[config.mk]
export PLATFORM = sky130hd
export DESIGN_NAME = trig_antsel_flat
export DESIGN_NICKNAME = d
export VERILOG_FILES = /design/src/rtl/trig_antsel_if.sv /design/src/rtl/trig_antsel.sv /design/src/flat_wrapper.sv
export SDC_FILE = /design/constraint.sdc
export NUM_CORES = 1
export LEC_CHECK = 0
export CORE_ASPECT_RATIO = 1.25
export CORE_UTILIZATION = 51
export CTS_CLUSTER_SIZE = 25
export DETAILED_ROUTE_END_ITERATION = 8
export PLACE_DENSITY_LB_ADDON = 0.12
export SYNTH_ARGS = -nofsm -noshare
export SYNTH_HDL_FRONTEND = slang
export SYNTH_SLANG_ARGS = --single-unit
[constraint.sdc]
create_clock -name clk100 -period 7.7 [get_ports clk100]
set_clock_uncertainty 0.1 [all_clocks]
set_input_delay 1.925 -clock clk100 [delete_from_list [all_inputs] [get_ports clk100]]
set_output_delay 1.925 -clock clk100 [all_outputs]
set_load 0.01 [all_outputs]
[src/rtl/trig_antsel_if.sv]
// Bundle of trigger-path signals between the TRIG_IN pins, the filter/decoder
// and the MCU-facing outputs, plus the FSM state for observation.
interface trig_antsel_if #(
    parameter int N_TRIG = 4,
    parameter int SEL_W  = 3,
    parameter int CNT_W  = 16
);
    // No valid/ready pair here: trig_pulse is a one-cycle strobe qualifying
    // antsel and trig_cnt, which are stable from that cycle until the next strobe.
    logic [N_TRIG-1:0] trig_in;
    logic              enable;
    logic              clr_err;
    logic [N_TRIG-1:0] trigflt;
    logic [SEL_W-1:0]  antsel;
    logic              trig_out;
    logic              trig_pulse;
    logic              multi_err;
    logic [CNT_W-1:0]  trig_cnt;
    logic [1:0]        dbg_state;

    modport master (
        output trig_in, enable, clr_err,
        input  trigflt, antsel, trig_out, trig_pulse, multi_err, trig_cnt, dbg_state
    );

    modport slave (
        input  trig_in, enable, clr_err,
        output trigflt, antsel, trig_out, trig_pulse, multi_err, trig_cnt, dbg_state
    );
endinterface

[src/rtl/trig_antsel.sv]
// Trigger input debounce, one-hot antenna-select decode and trigger FSM
// with latch delay, hold-off, saturating accept counter and multi-trigger flag.
module trig_antsel #(
    parameter int N_TRIG    = 4,
    parameter int SEL_W     = 3,
    parameter int FILT_N    = 1000,
    parameter int LATCH_DLY = 2,
    parameter int HOLDOFF   = 100,
    parameter int CNT_W     = 16
) (
    input logic          clk100,
    input logic          rst,
    trig_antsel_if.slave bus
);
    localparam int FW = (FILT_N < 2) ? 1 : $clog2(FILT_N + 1);
    localparam int DW = $clog2(LATCH_DLY + 1);
    localparam int HW = $clog2(HOLDOFF + 2);
    localparam logic [FW-1:0] FILT_LAST = FW'(FILT_N - 1);
    localparam logic [DW-1:0] DLY_LD    = DW'(LATCH_DLY - 1);
    localparam logic [HW-1:0] HOLD_LD   = HW'(HOLDOFF);

    typedef enum logic [1:0] {
        S_IDLE    = 2'd0,
        S_DELAY   = 2'd1,
        S_ACTIVE  = 2'd2,
        S_HOLDOFF = 2'd3
    } state_t;

    logic [N_TRIG-1:0] sync1, sync2;
    logic [N_TRIG-1:0] flt_q;
    logic [N_TRIG-1:0] flt;
    logic [N_TRIG-1:0] flt_d;
    logic [FW-1:0]     fcnt [N_TRIG];

    state_t            state, next_state;
    logic [DW-1:0]     dcnt, dcnt_n;
    logic [HW-1:0]     hcnt, hcnt_n;

    logic [SEL_W-1:0]  antsel_q, antsel_n;
    logic              pulse_q, pulse_n;
    logic              tout_q, tout_n;
    logic              merr_q, merr_n;
    logic [CNT_W-1:0]  cnt_q, cnt_n;

    logic [3:0]        n_set;
    logic [SEL_W-1:0]  code;
    logic              is_one, is_multi;
    logic              any, any_d, any_rise, new_bits;
    logic              sample, set_err;

    always_ff @(posedge clk100 or posedge rst) begin
        if (rst) begin
            sync1 <= '0;
            sync2 <= '0;
        end else begin
            sync1 <= bus.trig_in;
            sync2 <= sync1;
        end
    end

    // A bit only moves once its synchronised value has disagreed for FILT_N cycles in a row.
    always_ff @(posedge clk100 or posedge rst) begin
        if (rst) begin
            flt_q <= '0;
            for (int i = 0; i < N_TRIG; i++) fcnt[i] <= '0;
        end else begin
            for (int i = 0; i < N_TRIG; i++) begin
                if (sync2[i] == flt_q[i]) begin
                    fcnt[i] <= '0;
                end else if (fcnt[i] == FILT_LAST) begin
                    flt_q[i] <= sync2[i];
                    fcnt[i]  <= '0;
                end else begin
                    fcnt[i] <= fcnt[i] + 1'b1;
                end
            end
        end
    end

    assign flt         = flt_q;
    assign bus.trigflt = flt;

    always_comb begin
        n_set = '0;
        code  = '1;
        for (int i = 0; i < N_TRIG; i++) begin
            if (flt[i]) begin
                n_set = n_set + 4'd1;
                code  = SEL_W'(i);
            end
        end
    end

    assign is_one   = (n_set == 4'd1);
    assign is_multi = (n_set > 4'd1);

    always_ff @(posedge clk100 or posedge rst) begin
        if (rst) flt_d <= '0;
        else     flt_d <= flt;
    end

    assign any      = |flt;
    assign any_d    = |flt_d;
    assign any_rise = any & ~any_d;
    assign new_bits = |(flt & ~flt_d);

    // The IDLE cycle that sees any_rise counts as the first latch-delay cycle.
    assign sample = bus.enable &&
                    (((state == S_DELAY) && (dcnt == DW'(1))) ||
                     ((state == S_IDLE) && any_rise && (LATCH_DLY == 1)));

    always_ff @(posedge clk100 or posedge rst) begin
        if (rst) begin
            state <= S_IDLE;
            dcnt  <= '0;
            hcnt  <= '0;
        end else begin
            state <= next_state;
            dcnt  <= dcnt_n;
            hcnt  <= hcnt_n;
        end
    end

    always_comb begin
        next_state = state;
        dcnt_n     = dcnt;
        hcnt_n     = hcnt;
        if (!bus.enable) begin
            next_state = S_IDLE;
        end else begin
            case (state)
                S_IDLE: begin
                    if (any_rise) begin
                        if (LATCH_DLY == 1) begin
                            next_state = (is_one || is_multi) ? S_ACTIVE : S_IDLE;
                        end else begin
                            next_state = S_DELAY;
                            dcnt_n     = DLY_LD;
                        end
                    end
                end
                S_DELAY: begin
                    if (dcnt == DW'(1)) next_state = (is_one || is_multi) ? S_ACTIVE : S_IDLE;
                    else                dcnt_n = dcnt - 1'b1;
                end
                S_ACTIVE: begin
                    if (!any) begin
                        if (HOLDOFF == 0) begin
                            next_state = S_IDLE;
                        end else begin
                            next_state = S_HOLDOFF;
                            hcnt_n     = HOLD_LD;
                        end
                    end
                end
                S_HOLDOFF: begin
                    if (hcnt <= HW'(1)) next_state = S_IDLE;
                    else                hcnt_n = hcnt - 1'b1;
                end
                default: next_state = S_IDLE;
            endcase
        end
    end

    always_comb begin
        pulse_n  = sample && is_one;
        antsel_n = pulse_n ? code : antsel_q;
        cnt_n    = (pulse_n && (cnt_q != '1)) ? cnt_q + 1'b1 : cnt_q;
        set_err  = bus.enable &&
                   ((sample && is_multi) || ((state == S_ACTIVE) && new_bits));
        // Setting wins over a coincident clear.
        if (set_err)          merr_n = 1'b1;
        else if (bus.clr_err) merr_n = 1'b0;
        else                  merr_n = merr_q;
        tout_n   = (next_state == S_ACTIVE);
    end

    always_ff @(posedge clk100 or posedge rst) begin
        if (rst) begin
            antsel_q <= '1;
            pulse_q  <= 1'b0;
            tout_q   <= 1'b0;
            merr_q   <= 1'b0;
            cnt_q    <= '0;
        end else begin
            antsel_q <= antsel_n;
            pulse_q  <= pulse_n;
            tout_q   <= tout_n;
            merr_q   <= merr_n;
            cnt_q    <= cnt_n;
        end
    end

    assign bus.antsel     = antsel_q;
    assign bus.trig_pulse = pulse_q;
    assign bus.trig_out   = tout_q;
    assign bus.multi_err  = merr_q;
    assign bus.trig_cnt   = cnt_q;
    assign bus.dbg_state  = state;
endmodule

[src/flat_wrapper.sv]
// flat-port wrapper written by rule: the top's interface ports become plain ports
module trig_antsel_flat 
#(
    parameter int N_TRIG    = 4,
    parameter int SEL_W     = 3,
    parameter int FILT_N    = 1000,
    parameter int LATCH_DLY = 2,
    parameter int HOLDOFF   = 100,
    parameter int CNT_W     = 16
)
  (clk100, rst, bus_trig_in, bus_enable, bus_clr_err, bus_trigflt, bus_antsel, bus_trig_out, bus_trig_pulse, bus_multi_err, bus_trig_cnt, bus_dbg_state);
  trig_antsel_if #(.N_TRIG(N_TRIG), .SEL_W(SEL_W), .CNT_W(CNT_W)) bus_i ();
  input logic clk100;
  input logic rst;
  input wire logic [$bits(bus_i.trig_in)-1:0] bus_trig_in;
  input wire logic [$bits(bus_i.enable)-1:0] bus_enable;
  input wire logic [$bits(bus_i.clr_err)-1:0] bus_clr_err;
  output wire logic [$bits(bus_i.trigflt)-1:0] bus_trigflt;
  output wire logic [$bits(bus_i.antsel)-1:0] bus_antsel;
  output wire logic [$bits(bus_i.trig_out)-1:0] bus_trig_out;
  output wire logic [$bits(bus_i.trig_pulse)-1:0] bus_trig_pulse;
  output wire logic [$bits(bus_i.multi_err)-1:0] bus_multi_err;
  output wire logic [$bits(bus_i.trig_cnt)-1:0] bus_trig_cnt;
  output wire logic [$bits(bus_i.dbg_state)-1:0] bus_dbg_state;
  assign bus_i.trig_in = bus_trig_in;
  assign bus_i.enable = bus_enable;
  assign bus_i.clr_err = bus_clr_err;
  assign bus_trigflt = bus_i.trigflt;
  assign bus_antsel = bus_i.antsel;
  assign bus_trig_out = bus_i.trig_out;
  assign bus_trig_pulse = bus_i.trig_pulse;
  assign bus_multi_err = bus_i.multi_err;
  assign bus_trig_cnt = bus_i.trig_cnt;
  assign bus_dbg_state = bus_i.dbg_state;
  trig_antsel #(.N_TRIG(N_TRIG), .SEL_W(SEL_W), .FILT_N(FILT_N), .LATCH_DLY(LATCH_DLY), .HOLDOFF(HOLDOFF), .CNT_W(CNT_W)) u_core (.clk100(clk100), .rst(rst), .bus(bus_i));
endmodule
==> results.sh, run 1 <==
export IMPL_layout_nets=461
export IMPL_synthesis_nets=424
export IMPL_final_layout_size_suffix_gt1_share_pct=7.432
export IMPL_crit_start="bus_enable"
export IMPL_drc_errors=0
export IMPL_cp_required_ps=7850
export IMPL_ant_nets=0
export IMPL_clkSinkCount=89
export IMPL_static_leakage_power_nw=2.113
export IMPL_worst_pin_slew_ps=713.2
export IMPL_vias=2885
export IMPL_io_pins=36
export IMPL_power_total_mw=0.7957
export IMPL_die_width_um=83.12
export IMPL_hold_buffers=0
export IMPL_synth_top_area_share_pct=51.30
export IMPL_setup_tns_ps=0
export IMPL_dieArea_mm2=0.008595
export IMPL_fmax_mhz=259.1
export IMPL_finalSetupViolCount=0
export IMPL_start_kind="primary input"
export IMPL_cts_buffer_depth=2
export IMPL_initial_core_util_pct=53.22
export IMPL_h_tree_depth=3
export IMPL_grtUsageTotal_pct=18.18
export IMPL_grt_pass1_wl_um=12400
export IMPL_fin_ws_ps=3841
export IMPL_ys_top_cells_by_area="dfrtp_1 (51%), xnor2_1 (9.2%), nor2_1 (4.8%)"
export IMPL_grt_max_degree=52
export IMPL_synth_cells=402
export IMPL_synth_seq_area_share_pct=53.18
export IMPL_synth_largest_area_cell="dfrtp_1"
export IMPL_yosysWarnings=0
export IMPL_rsz0062_at_grt="false"
export IMPL_synth_edf_count=0
export IMPL_grt_ovfl_total=0
export IMPL_drt_vias_per_instance=5.353
export IMPL_dp_slack_ps=3472
export IMPL_clk_pin_slew_ps=80
export IMPL_yosysMostFrequentCell="dfrtp_1"
export IMPL_core_mm2=0.007883
export IMPL_synth_common_cells="dfrtp_1 (86), nor2_1 (54), xnor2_1 (44)"
export IMPL_numCtsBuffers=9
export IMPL_endpoint_kind="flop"
export IMPL_grt_antenna_before_repair=0
export IMPL_max_cap_violations=0
export IMPL_hold_class="flop to flop"
export IMPL_firstDrtPassIters=4
export IMPL_drt_iter0_drc=96
export IMPL_antenna_cells=0
export IMPL_cts_tree="yes"
export IMPL_vdd_ir_drop_max_v=0.0001080
export IMPL_path_max_fanout=22
export IMPL_critical_path_class="primary input to flop"
export IMPL_r2r_start="u_core.bus.trigflt[0]$_DFFE_PP0P_"
export IMPL_period_needed_ps=3859
export IMPL_drt_wl_total_um=7065
export IMPL_post_cts_buffers=0
export IMPL_post_cts_resized=0
export IMPL_ys_ff_latch=89
export IMPL_outcome="finished clean"
export IMPL_die_h_um=103.4
export IMPL_async_reset_ff_share_pct=100.0
export IMPL_synth_cell_types=47
export IMPL_port_buffers=35
export IMPL_synth_area_mm2=0.004195
export IMPL_slew_viol_final=0
export IMPL_postLayoutCoreUtil_pct=61.00
export IMPL_synth_area_per_cell_um2=10.44
export IMPL_min_from="u_core.sync1[0]$_DFF_PP0_"
export IMPL_post_route_period_util_pct=50.12
export IMPL_p_per_area_mw_per_mm2=165.5
export IMPL_routedWlPerCell_um=13.11
export IMPL_synth_flop_cell="dfrtp_1"
export IMPL_grt_pass1_vias=2833
export IMPL_area_growth_pct=14.61
export IMPL_maxSlewHeadroom_pct=52.45
export IMPL_arrival_ps=4010
export IMPL_fin_hold_ws_ps=253.1
export IMPL_place_congestion=0.7745
export IMPL_clk_latency_ps=360
export IMPL_finalHoldViolations=0
export IMPL_hpwl_um=4963
export IMPL_rows=36
export IMPL_cts_root_buffer="clkbuf_8"
[metal layers]
| metal | GRT usage (%) | wire length (um) |
|---|---|---|
| met1 | 22.14 | 3312 |
| met3 | 3.651 | 205 |
| met4 | 8.753 | 142 |
| met5 | 0 | 0 |
| met2 | 31.46 | 3404 |
[per-stage QoR]
stage | cells | instance area, um^2
after floorplan | 402 | 4195
after global placement | 523 | 4629
after detailed placement | 523 | 4629
after CTS | 539 | 4808
after global routing | 539 | 4808
final | 539 | 4808
[cells by family (layout without fill, tap and decap cells)]
kind of cell / count (synthesis) / after routing / synth area share, %
buffers and inverters: 34 / 76 / 3.191
XOR/XNOR: 53 / 53 / 11.42
adder cells (fa/ha/maj): 14 / 14 / 4.175
flip-flops: 89 / 89 / 53.18
AND/OR/NAND/NOR: 172 / 172 / 21.06
AO/OA/AOI/OAI: 34 / 34 / 5.398
multiplexers: 6 / 6 / 1.581
[path summary, 6_finish.rpt]
check	to	cells after the start	slack (ps)
hold / removal	u_core.sync2[0]$_DFF_PP0_	0	250
setup reg to reg	u_core.bus.trig_cnt[1]$_DFFE_PP0P_	9	4400
hold reg to reg	u_core.sync2[0]$_DFF_PP0_	0	250
min in group asynchronous	u_core.bus.trigflt[3]$_DFFE_PP0P_	2	1850
max in group asynchronous	u_core.bus.trig_out$_DFF_PP0_	3	4600
setup / recovery	u_core.bus.trig_cnt[1]$_DFFE_PP0P_	6	3840
[power breakdown]
part / internal, mW / leakage, nW / switching (mW) / total, mW
clock network: 0.119 / 0.0858 / 0.171 / 0.291
logic: 0.00954 / 0.833 / 0.0167 / 0.0263
registers: 0.474 / 1.19 / 0.00461 / 0.479
[sequential cells by signal, summed over array words and instances, names as in the netlist]
register	count
u_core.bus.trig_pulse	1
u_core.bus.dbg_state	2
u_core.fcnt	40
u_core.bus.trig_out	1
u_core.dcnt	2
u_core.bus.multi_err	1
u_core.flt_d	4
u_core.bus.antsel	3
u_core.bus.trig_cnt	16
u_core.bus.trigflt	4
u_core.sync2	4
u_core.sync1	4
u_core.hcnt	7
[worst max-delay path, cell delays in order]
cell and delay (ps):
clkdlybuf4s50_1 560, nand4b_1 200, nor2b_1 140, and4_1 680, nand2_1 190, mux2_2 310
[area by class of cell]
type / instances / area (um^2)
multi-input cells: 279 / 1831
flip-flops and latches: 89 / 2231
repair buffers: 36 / 357.8
clock inverters: 7 / 55.05
clock buffers: 9 / 123.9
fillers: 657 / 3074
inverters: 24 / 91.34
well taps: 95 / 118.9
[layout by cell type, fill, tap and decap left out, types with 4 or more instances in the layout]
cell	instances
mux2_2	5
o21ai_0	9
ha_1	14
or4_1	4
nand2_1	23
nor2b_1	4
a21oi_1	8
nor3_1	10
inv_1	23
nand4b_1	6
and3_1	18
clkdlybuf4s50_1	35
dfrtp_1	86
xnor2_1	44
clkbuf_8	9
nor2_1	54
xor2_1	8
nor4_1	4
nand3_1	22
nand4_1	9
Note: power is estimated with default switching activity, not from simulation.
==> run 2, diff against run 1 <==
==> constraint.sdc (replaced) <==
create_clock -name clk100 -period 3.1 [get_ports clk100]
set_clock_uncertainty 0.1 [all_clocks]
set_input_delay 0.775 -clock clk100 [delete_from_list [all_inputs] [get_ports clk100]]
set_output_delay 0.775 -clock clk100 [all_outputs]
set_load 0.01 [all_outputs]
==> results.sh, run 2 (synthesis gave the netlist of run 1 again) <==
export IMPL_outcome="finished clean"
export IMPL_vdd_ir_drop_max_v=0.0003610
export IMPL_path_max_fanout=8
export IMPL_slowest_stage="dfrtp_1"
export IMPL_largest_register_ff_count=40
export IMPL_cts_buffer_depth=2
export IMPL_grt_pass1_wl_um=12890
export IMPL_top_register="u_core.fcnt"
export IMPL_max_cap_violations=0
export IMPL_grt_ovfl_total=0
export IMPL_power_share_clock_pct=36.2
export IMPL_fin_hold_ws_ps=252.9
export IMPL_cp_num_buf_inv=2
export IMPL_arrival_ps=2900
export IMPL_comb_power_share_pct=3.4
export IMPL_rsz0062_at_grt="false"
export IMPL_grtUsageTotal_pct=18.79
export IMPL_fmax_mhz=363.0
export IMPL_port_buffers=35
export IMPL_post_cts_resized=0
export IMPL_initial_core_util_pct=53.22
export IMPL_sw_frac_of_total_pct=23.14
export IMPL_drc_errors=0
export IMPL_crit_family="adder cells"
export IMPL_clk_pin_slew_ps=90
export IMPL_clkSinkCount=89
export IMPL_die_h_um=103.4
export IMPL_fin_ws_ps=345.4
export IMPL_hpwl_um=5025
export IMPL_finalHoldViolations=0
export IMPL_ant_nets=0
export IMPL_finalSetupViolCount=0
export IMPL_r2r_slack_ps=350
export IMPL_drt_wl_total_um=7172
export IMPL_cts_tree="yes"
export IMPL_clk_latency_ps=350
export IMPL_slew_viol_final=0
export IMPL_hold_class="flop to flop"
export IMPL_n_fill_cell=667
export IMPL_p_per_area_mw_per_mm2=405.8
export IMPL_h_tree_depth=3
export IMPL_p_int_mw=1.516
export IMPL_area_growth_pct=15.87
export IMPL_place_congestion=0.7990
export IMPL_grt_pass1_vias=2980
export IMPL_post_route_period_util_pct=88.86
export IMPL_static_leakage_power_nw=2.139
export IMPL_cp_required_ps=3240
export IMPL_postLayoutCoreUtil_pct=61.67
export IMPL_rows=36
export IMPL_endpoint_kind="flop"
export IMPL_final_common_cell="dfrtp_1"
export IMPL_drt_iter0_drc=170
export IMPL_dieArea_mm2=0.008595
export IMPL_drt_vias_per_instance=5.377
export IMPL_firstDrtPassIters=4
export IMPL_io_pins=36
export IMPL_maxSlewHeadroom_pct=59.35
export IMPL_routedWlPerCell_um=13.18
export IMPL_power_switching_mw=0.4564
export IMPL_layout_nets=466
export IMPL_mostFrequentLayoutCells="dfrtp_1 (86), nor2_1 (54), xnor2_1 (44)"
export IMPL_antenna_cells=0
export IMPL_numCtsBuffers=9
export IMPL_worst_pin_slew_ps=608.4
export IMPL_seqPwrFrac_pct=60.4
export IMPL_cts_root_buffer="clkbuf_8"
export IMPL_die_width_um=83.12
export IMPL_grt_max_degree=90
export IMPL_slowest_delay_ps=470
export IMPL_grt_antenna_before_repair=0
export IMPL_post_cts_buffers=0
export IMPL_core_mm2=0.007883
export IMPL_dp_slack_ps=346.1
export IMPL_critical_path_class="flop to flop"
export IMPL_cp_common_cell="ha_1"
export IMPL_crit_chain="inv_1, ha_1, xor2_1, ha_1, nand4b_1, o211ai_1, and4_1, buf_4, nand2_1, mux2_2"
export IMPL_hold_buffers=0
export IMPL_period_needed_ps=2755
export IMPL_final_layout_size_suffix_gt1_share_pct=8.463
export IMPL_start_kind="flop"
export IMPL_setup_tns_ps=0
export IMPL_vias=2925
==> run 2: changes by cell type in the layout (fill, tap and decap cells not counted), sizes merged <==
cell      previous run  this run
clkinvlp             2         4
buf                  1         6
clkbuf               9        10
clkinv               5         2
==> run 2: path summary, 6_finish.rpt <==
kind / from / to / cells past startpoint
setup / recovery: u_core.bus.trigflt[1]$_DFFE_PP0P_ / u_core.bus.trig_cnt[1]$_DFFE_PP0P_ / 10
setup reg to reg: u_core.bus.trigflt[1]$_DFFE_PP0P_ / u_core.bus.trig_cnt[1]$_DFFE_PP0P_ / 10
min in group asynchronous: rst / u_core.sync2[3]$_DFF_PP0_ / 3
hold reg to reg: u_core.sync1[3]$_DFF_PP0_ / u_core.sync2[3]$_DFF_PP0_ / 0
max in group asynchronous: rst / u_core.bus.antsel[2]$_DFFE_PP1P_ / 3
hold / removal: u_core.sync1[3]$_DFF_PP0_ / u_core.sync2[3]$_DFF_PP0_ / 0
==> run 2: cell type report <==
cell class / count / area, um^2 / area share, %
sequential: 89 / 2231 / 45.89
multi-input combinational: 279 / 1831 / 37.66
timing repair buffer: 41 / 407.9 / 8.391
clock buffer: 10 / 137.6 / 2.831
tap: 95 / 118.9 / 2.445
inverter: 24 / 93.84 / 1.931
clock inverter: 6 / 41.29 / 0.8494
==> run 2: metal layers <==
layer,routed length (um),part of all wire [%],GRT usage (%)
met1,3289,46,22.32
met4,123,1.7,8.090
met5,0,0,0
met3,239,3.3,4.286
met2,3519,49,33.23
==> run 2: metrics by stage <==
step	power, mW	instance area (um^2)	cells
final	1.972	4861	544
after global routing	2.060	4861	544
after CTS	2.005	4861	544
after detailed placement	1.284	4682	528
after global placement	1.282	4682	528
after floorplan	1.255	4199	402
==> run 2: power by group through the flow <==
stage                     sequential (mW)  combinational, mW  clock [mW]
final                                1.19             0.0671       0.715
after global routing                 1.19             0.0801       0.786
after CTS                            1.19             0.0705       0.744
after detailed placement             1.21             0.0703           0
after global placement               1.21             0.0693           0
after floorplan                      1.21             0.0450           0
==> run 3, diff against run 2 <==
--- a/config.mk
+++ b/config.mk
@@ -9,7 +9,7 @@
 export CORE_UTILIZATION = 51
 export CTS_CLUSTER_SIZE = 25
 export DETAILED_ROUTE_END_ITERATION = 8
-export PLACE_DENSITY_LB_ADDON = 0.12
+export PLACE_DENSITY = 0.75
 export SYNTH_ARGS = -nofsm -noshare
 export SYNTH_HDL_FRONTEND = slang
 export SYNTH_SLANG_ARGS = --single-unit
==> results.sh, run 3 (synthesis gave the netlist of run 1 again) <==
export IMPL_grt_ovfl_total=0
export IMPL_setup_tns_ps=0
export IMPL_cts_buffer_depth=2
export IMPL_endpoint="u_core.bus.trig_cnt[1]$_DFFE_PP0P_"
export IMPL_p_per_area_mw_per_mm2=420.7
export IMPL_grt_antenna_before_repair=0
export IMPL_core_mm2=0.007883
export IMPL_sw_frac_of_total_pct=22.39
export IMPL_vdd_ir_drop_max_v=0.0003799
export IMPL_layout_nets=467
export IMPL_drt_vias_per_instance=5.461
export IMPL_fmax_mhz=378.0
export IMPL_power_switching_mw=0.4602
export IMPL_routedWlPerCell_um=13.52
export IMPL_seqPwrFrac_pct=57.9
export IMPL_dieArea_mm2=0.008595
export IMPL_top_register="u_core.fcnt"
export IMPL_hpwl_um=5091
export IMPL_clk_pin_slew_ps=80
export IMPL_port_buffers=35
export IMPL_antenna_cells=0
export IMPL_drt_iter0_drc=158
export IMPL_start_kind="flop"
export IMPL_largest_register_ff_count=40
export IMPL_power_share_clock_pct=38.8
export IMPL_slowest_delay_ps=380
export IMPL_final_common_cell="dfrtp_1"
export IMPL_crit_chain="inv_1, ha_1, xor2_1, ha_1, nand4b_1, o211ai_1, and4_1, buf_4, nand2_1, mux2_2"
export IMPL_postLayoutCoreUtil_pct=61.98
export IMPL_numCtsBuffers=9
export IMPL_grt_max_degree=78
export IMPL_cts_root_buffer="clkbuf_8"
export IMPL_rows=36
export IMPL_grt_pass1_vias=2883
export IMPL_seq_area_mm2=0.002231
export IMPL_post_cts_resized=0
export IMPL_finalHoldViolations=0
export IMPL_maxSlewHeadroom_pct=56.46
export IMPL_mostFrequentLayoutCells="dfrtp_1 (86), nor2_1 (54), xnor2_1 (44)"
export IMPL_cp_common_cell="ha_1"
export IMPL_die_width_um=83.12
export IMPL_slowest_stage="dfrtp_1"
export IMPL_place_congestion=0.7845
export IMPL_area_growth_pct=16.46
export IMPL_outcome="finished clean"
export IMPL_io_pins=36
export IMPL_reg2reg_to="u_core.bus.trig_cnt[1]$_DFFE_PP0P_"
export IMPL_p_int_mw=1.595
export IMPL_power_total_mw=2.056
export IMPL_endpoint_kind="flop"
export IMPL_worst_pin_slew_ps=647.1
export IMPL_rr_worst_depth=10
export IMPL_vias=2976
export IMPL_cp_required_ps=3250
export IMPL_critical_path_class="flop to flop"
export IMPL_post_route_period_util_pct=85.34
export IMPL_hold_buffers=0
export IMPL_comb_power_share_pct=3.3
export IMPL_h_tree_depth=3
export IMPL_r2r_slack_ps=450
export IMPL_clkSinkCount=89
export IMPL_dp_slack_ps=413.5
export IMPL_hold_class="flop to flop"
export IMPL_firstDrtPassIters=4
export IMPL_r2r_start="u_core.bus.trigflt[1]$_DFFE_PP0P_"
export IMPL_drt_wl_total_um=7366
export IMPL_initial_core_util_pct=53.22
export IMPL_n_fill_cell=622
export IMPL_grtUsageTotal_pct=18.81
export IMPL_fin_ws_ps=454.5
export IMPL_ant_nets=0
export IMPL_multi_input_area_mm2=0.001831
export IMPL_arrival_ps=2790
export IMPL_post_cts_buffers=0
export IMPL_path_max_fanout=9
export IMPL_slew_viol_final=0
export IMPL_period_needed_ps=2646
export IMPL_clk_latency_ps=360
export IMPL_crit_start="u_core.bus.trigflt[1]$_DFFE_PP0P_"
export IMPL_rsz0062_at_grt="false"
export IMPL_die_h_um=103.4
export IMPL_max_cap_violations=0
export IMPL_drc_errors=0
export IMPL_grt_pass1_wl_um=12850
export IMPL_static_leakage_power_nw=2.155
export IMPL_final_layout_size_suffix_gt1_share_pct=8.444
export IMPL_finalSetupViolCount=0
export IMPL_cts_tree="yes"
-- run 3: layer usage --
layer	vias to the layer above	part of all wire (%)	GRT usage [%]
met1	1474	46	23.55
met3	8	2.6	4.286
met5	-	0	0
li1	1455	-	-
met4	0	1.4	8.090
met2	39	50	31.84
-- run 3: final cells by class --
cell class,instances,share of cell area (%)
Clock buffer,11,2.894
Clock inverter,5,1.127
Inverter,24,1.921
Multi-Input combinational cell,279,37.46
Sequential cell,89,45.66
Tap cell,95,2.433
Timing Repair Buffer,42,8.502
-- run 3: power by group through the flow --
stage,Clock (mW),Sequential (mW),Combinational [mW]
detailed placement,0,1.21,0.0701
floorplan,0,1.21,0.0450
global placement,0,1.21,0.0680
global route,0.866,1.19,0.0795
CTS,0.822,1.19,0.0707
finish,0.798,1.19,0.0678
-- run 3: critical path, delay by kind of cell, from the launching register on --
family | cells | cell delay, ps
fa+ha+maj | 2 | 580
compound gates | 1 | 140
buf+inv | 2 | 310
mux | 1 | 280
simple gates | 3 | 560
flops | 1 | 380
xor+xnor | 1 | 180
-- run 3: metrics by stage --
stage                     area [um^2]  hold slack, ps  instances
after floorplan                  4199           231.2        402
after global placement           4690           232.3        529
after detailed placement         4690           235.5        529
after CTS                        4886           254.8        545
after global routing             4886           259.1        545
final                            4886           253.2        545
-- run 3: worst min-delay path by stage --
| stage | from | endpoint | slack, ps | cells past startpoint |
|---|---|---|---|---|
| 6_report | u_core.sync1[3]$_DFF_PP0_ | u_core.sync2[3]$_DFF_PP0_ | 250 | 0 |
| 5_1_grt | u_core.sync1[3]$_DFF_PP0_ | u_core.sync2[3]$_DFF_PP0_ | 260 | 0 |
| 4_1_cts | u_core.sync1[3]$_DFF_PP0_ | u_core.sync2[3]$_DFF_PP0_ | 250 | 0 |
| 3_5_place_dp | u_core.sync1[3]$_DFF_PP0_ | u_core.sync2[3]$_DFF_PP0_ | 240 | 0 |
| 3_3_place_gp | u_core.sync1[1]$_DFF_PP0_ | u_core.sync2[1]$_DFF_PP0_ | 230 | 0 |
| 2_1_floorplan | u_core.sync1[0]$_DFF_PP0_ | u_core.sync2[0]$_DFF_PP0_ | 230 | 0 |
